File: config.mk
export PLATFORM = sky130hd
export DESIGN_NAME = data_mem_responder
export DESIGN_NICKNAME = d
export VERILOG_FILES = /design/src/rtl/data_mem_responder_pkg.sv /design/src/rtl/data_mem_responder_fifo.sv /design/src/rtl/data_mem_responder.sv
export SDC_FILE = /design/constraint.sdc
export NUM_CORES = 1
export LEC_CHECK = 0
export CORE_ASPECT_RATIO = 0.7
export CORE_MARGIN = 1
export CORE_UTILIZATION = 45
export DETAILED_ROUTE_END_ITERATION = 10
export HOLD_SLACK_MARGIN = 0.15
export PLACE_DENSITY_LB_ADDON = 0.25
export SKIP_LAST_GASP = 1
export SLEW_MARGIN = 20
export SYNTH_ARGS = -nofsm -noshare
export SYNTH_HDL_FRONTEND = slang
export SYNTH_SLANG_ARGS = --single-unit
File: constraint.sdc
create_clock -name clk -period 7.9 [get_ports clk]
set_input_delay 0.79 -clock clk [delete_from_list [all_inputs] [get_ports clk]]
set_output_delay 0.79 -clock clk [all_outputs]
set_load 0.02 [all_outputs]
File: src/rtl/data_mem_responder_pkg.sv
// Shared types for the data-memory store buffer.
// Entry layout and default sizing used by the responder and its FIFO.
package data_mem_responder_pkg;
  localparam int DEPTH_DEF = 4;
  localparam int AW_DEF    = 32;
  localparam int WAW       = AW_DEF - 2;

  typedef struct packed {
    logic [WAW-1:0] waddr;
    logic [31:0]    data;
  } sb_entry_t;
endpackage

File: src/rtl/data_mem_responder_fifo.sv
// Circular store-buffer FIFO: storage, head/tail pointers and count.
// Pointers wrap naturally because DEPTH is a power of two.
module store_buffer_fifo
  import data_mem_responder_pkg::*;
#(
  parameter  int DEPTH = DEPTH_DEF,
  localparam int PW    = $clog2(DEPTH),
  localparam int CW    = PW + 1
) (
  input  logic          clk,
  input  logic          reset,
  input  logic          push,
  input  sb_entry_t     push_entry,
  input  logic          pop,
  output logic [CW-1:0] count,
  output logic [PW-1:0] head,
  output sb_entry_t     mem_q [DEPTH]
);

  logic [PW-1:0] head_q;
  logic [PW-1:0] tail_q;
  logic [CW-1:0] count_q;

  always_ff @(posedge clk or posedge reset) begin
    if (reset) begin
      head_q  <= '0;
      tail_q  <= '0;
      count_q <= '0;
      for (int i = 0; i < DEPTH; i++) begin
        mem_q[i] <= '0;
      end
    end else begin
      if (push) begin
        mem_q[tail_q] <= push_entry;
        tail_q        <= tail_q + PW'(1);
      end
      if (pop) begin
        head_q <= head_q + PW'(1);
      end
      count_q <= count_q + CW'(push) - CW'(pop);
    end
  end

  assign count = count_q;
  assign head  = head_q;

endmodule

File: src/rtl/data_mem_responder.sv
// Store buffer in front of a data SRAM with load forwarding.
// Loads see buffered stores (youngest wins), never the store issued now.
module data_mem_responder
  import data_mem_responder_pkg::*;
#(
  parameter int DEPTH = DEPTH_DEF,
  parameter int AW    = AW_DEF
) (
  input  logic          clk,
  input  logic          reset,
  input  logic          MemWrite,
  input  logic [AW-1:0] ALUResult,
  input  logic [31:0]   WriteData,
  output logic [31:0]   ReadData,
  output logic          Stall,
  output logic          Empty,
  output logic          sram_wr_valid,
  input  logic          sram_wr_ready,
  output logic [AW-1:0] sram_wr_addr,
  output logic [31:0]   sram_wr_data,
  output logic [AW-1:0] sram_rd_addr,
  input  logic [31:0]   sram_rd_data
);

  localparam int PW = $clog2(DEPTH);
  localparam int CW = PW + 1;

  logic [CW-1:0]  count;
  logic [PW-1:0]  head;
  sb_entry_t      mem [DEPTH];
  sb_entry_t      new_entry;
  sb_entry_t      head_e;
  logic [WAW-1:0] req_waddr;
  logic           full;
  logic           push;
  logic           pop;
  logic [PW-1:0]  idx;

  assign req_waddr = WAW'(ALUResult[AW-1:2]);
  assign new_entry = '{waddr: req_waddr, data: WriteData};

  // Full-check only: the SRAM handshake must not reach Stall.
  assign full          = (count == CW'(DEPTH));
  assign Stall         = MemWrite & full;
  assign push          = MemWrite & ~full;
  assign sram_wr_valid = (count != '0);
  assign pop           = sram_wr_valid & sram_wr_ready;
  assign Empty         = (count == '0);

  assign head_e       = mem[head];
  assign sram_wr_addr = AW'({head_e.waddr, 2'b00});
  assign sram_wr_data = head_e.data;
  assign sram_rd_addr = ALUResult;

  store_buffer_fifo #(
    .DEPTH(DEPTH)
  ) u_fifo (
    .clk       (clk),
    .reset     (reset),
    .push      (push),
    .push_entry(new_entry),
    .pop       (pop),
    .count     (count),
    .head      (head),
    .mem_q     (mem)
  );

  // Scan oldest to youngest so the last hit is the youngest match.
  always_comb begin
    ReadData = sram_rd_data;
    idx      = '0;
    for (int i = 0; i < DEPTH; i++) begin
      idx = head + PW'(i);
      if ((CW'(i) < count) && (mem[idx].waddr == req_waddr)) begin
        ReadData = mem[idx].data;
      end
    end
  end

endmodule

==> metrics.md <==
| Metric | Value |
|---|---|
| Outcome | finished with violations |
| Unrepaired setup endpoints after global routing | false |
| Top_reg_cell synth | dfrtp_1 |
| Internal power | between 6 and 7 mW |
| Commonest cells after routing, fill and taps aside | mux2_2 (300), mux2i_1 (262), dfrtp_1 (253), clkdlybuf4s50_1 (224), nand3_1 (67) |
| First-pass GRT wire length | approximately 86 mm |
| CP arrival | between 6 and 7 ns |
| Post-CTS setup buffer count | 0 |
| Mapped Avg Cell Area | approximately 11 um^2 |
| CP peak stage delay | around 1 ns |
| Max_slew headroom | 0.233 |
| Fin crit period | roughly 7.4 ns |
| Post-Syn Area | about 19000 um^2 |
| Routed Antenna Nets | 0 |
| Post-layout util | 0.536 |
| Fmax | approximately 140 MHz |
| CP startpoint kind | register |
| Gp weighted congestion | between 0.9 and 1 |
| Largest cells by area after synthesis | dfrtp_1 (34%), mux2_2 (18%), mux2i_1 (14%) |
| Die Ht | 172 um |
| Synthesized instance count | between 1500 and 2000 |
| Row count | 62 |
| Post-synth top area cell | dfrtp_1 |
| CP endpoint kind | primary output |
| Largest net degree at the start of global routing | ~130 |
| Leftover overflow at the end of global routing | 0 |
| CP max stage cell | dfrtp_4 |
| Placed cell count | 2289 |
| Clock Tree Root | clkbuf_16 |
| Tcrit/Tclk final | 0.936 |
| WL/cell | between 20 and 25 um |
| Grt met1 use | 0.395 |
| Final Non-Filler Cells | approximately 2300 |
| Die area | roughly 42000 um^2 |
| Area Overhead vs Synth | 17.5% |
| Hold Buf Count CTS | 0 |
| Via density | 6.21 |
| LEAKAGE | 8.98 nW |
| Total CTS buffers | 29 |
| Failing checks | design-rule violations |
| CP required | between 7 and 8 ns |
| Grt met3 use | 0.0368 |
| Met2 usage | 0.396 |
| Max Cap Viol | 0 |
| Distinct cell type count after synthesis | 57 |
| Clk pwr share | 0.134 |
| IO Port Bufs | between 200 and 250 |
| Synth warn | 0 |
| Worst skew pair latency | 0.56 ns |
| Tightest Hold Check Type | register to register |
| Initial DRC Count | ~1500 |
| Register area share after synthesis | 0.342 |
| Htree depth | 1 |
| Async set-reset flop share out of synthesis | 1.00 |
| Reg clk slew, reported paths | 0.06 ns |
| Setup TNS | 0 ns |
| NetSw | between 4 and 5 mW |
| # DRC | 1 |
| Worst-Margin Slew | about 1.1 ns |
| Final setup viols | 0 |
| Via count | 14545 |
| Worst-path cell chain | buf_4, mux2i_1, xnor2_1, nor4_1, o221ai_1, nor4_1, and2_2, buf_4, o311ai_0, a222oi_1, clkdlybuf4s50_1 |
| Final Hold Vio Count | 0 |
| Hpwl dp | about 38 mm |
| Comb pwr share | 0.615 |
| Maximum root-to-sink buffer count | 3 |
| Leading cell type in the layout, fill and taps excluded | mux2_2 |
| Share of the synthesized area in the top cell type | 0.342 |
| Slew Limit Fails | 0 |
| PD cells | 497 nW/um^2 |
| Nets@finish | between 1500 and 2000 |
| Post-CTS sizing | 0 |
| Worst vdd ir | approximately 0.23 mV |
| Final wirelength | 55.9 mm |
| Drt first pass iters | 11 |
| Gr usage total | 0.262 |
| Antenna violations before repair | 1 |
| Number of enable flip-flop cells after synthesis | 0 |
| Busiest grt layer | met2 |
| Worst Path Max Fanout | 57 |
| WS Path Type | register to primary output |
| Register bit total from synthesis | between 200 and 300 |
| Sw frac | 0.441 |
| Sequential Power Share | 0.251 |
| Initial core utilization | 0.456 |
| Share of layout cells above drive strength 1 | 0.251 |
| CTS tree | done |
| Die width | 245 um |
| Core footprint | approximately 41000 um^2 |
| Num ports | approximately 230 |
| Worst Skew | approximately 0.0088 ns |
| CTS Sinks | 255 |
| Vias in the first global route | 14246 |
## per-stage QoR
step	area, um^2	power (mW)	hold slack [ns]	setup WS, ns
finish	21900	10.9	0.516	0.505
global route	21900	11.6	0.539	0.291
CTS	21900	10.9	0.510	0.612
detailed placement	20900	9.35	0.497	1.26
global placement	20900	9.24	0.482	1.36
floorplan	18700	7.23	0.465	0.0966
## registers in the layout, indices dropped and copies added, names as in the netlist
name           cells
u_fifo.mem_q     248
u_fifo.count       3
u_fifo.head        2
u_fifo.tail_q      2
## area by class of cell
class / count / area [um^2]
tap: 544 / 681
clock inverter: 12 / 170
fill: 3537 / 19000
timing repair buffer: 255 / 2490
inverter: 47 / 189
multi-input combinational: 1188 / 11200
clock buffer: 41 / 861
antenna: 1 / 2.50
sequential: 255 / 6390
## kinds of logic after synthesis
family / Yosys count / synth area share
flip-flops: 255 / 0.342
multiplexers: 617 / 0.386
XOR/XNOR: 100 / 0.0469
adder cells (fa/ha/maj): 9 / 0.00643
buffers and inverters: 242 / 0.0636
other: 1 / 0.000201
AND/OR/NAND/NOR: 217 / 0.0580
AO/OA/AOI/OAI: 243 / 0.0972
## critical path, delay by kind of cell, from the launching register on
family                 cells  cell delay, ns
multiplexers               1            0.37
AND/OR/NAND/NOR            3            1.93
flip-flops                 1            1.02
XOR/XNOR                   1            0.16
AO/OA/AOI/OAI              3            0.81
buffers and inverters      3            1.69
## power by group through the flow
stage | logic (mW) | registers [mW] | clock network (mW)
final | 6.71 | 2.73 | 1.46
after global routing | 7.17 | 2.85 | 1.54
after CTS | 6.66 | 2.72 | 1.49
after detailed placement | 6.62 | 2.73 | 0
after global placement | 6.57 | 2.67 | 0
after floorplan | 4.82 | 2.41 | 0
## Yosys cell counts, types with 4 or more instances
library cell and n:
nor2_1 49, o221ai_1 4, o311ai_0 51, xnor2_1 52, a2111oi_0 5, o21ai_0 27, clkbuf_1 90, a221oi_1 7
ha_1 8, a222oi_1 33, buf_6 14, o211ai_1 4, inv_1 47, mux2_2 300, xor2_1 48, buf_2 19
nor2b_1 5, buf_4 40, dfrtp_1 255, nor4_1 12, and3_1 7, nand2_1 40, a22oi_1 4, mux2i_1 262
nor3_1 6, and2_1 7, a211oi_1 9, or3_1 5, mux4_2 52, buf_1 32, nand4_1 6, o2111ai_1 7
nand3_1 67, a2bb2oi_1 5, a21oi_1 51, o311ai_1 11, o22ai_1 11
## per-layer routing
layer / wire [um] / vias to the layer above
met2: 24700 / 564
met1: 26300 / 7407
met4: 1040 / 0
met5: 0 / -
met3: 3790 / 66
li1: - / 6508
## path summary, 6_finish.rpt
path,from,to,slack (ns),depth (start not counted)
hold / removal,u_fifo.mem_q[222]$_DFFE_PP0P_,u_fifo.mem_q[222]$_DFFE_PP0P_,0.52,2
max in group asynchronous,reset,u_fifo.mem_q[165]$_DFFE_PP0P_,5.50,3
setup reg to reg,u_fifo.head[1]$_DFFE_PP0P_,u_fifo.head[1]$_DFFE_PP0P_,5.33,3
min in group asynchronous,reset,u_fifo.mem_q[214]$_DFFE_PP0P_,0.79,2
setup / recovery,u_fifo.head[1]$_DFFE_PP0P_,ReadData[27],0.50,11
hold reg to reg,u_fifo.mem_q[222]$_DFFE_PP0P_,u_fifo.mem_q[222]$_DFFE_PP0P_,0.52,2
(Power assumes the default switching activity.)
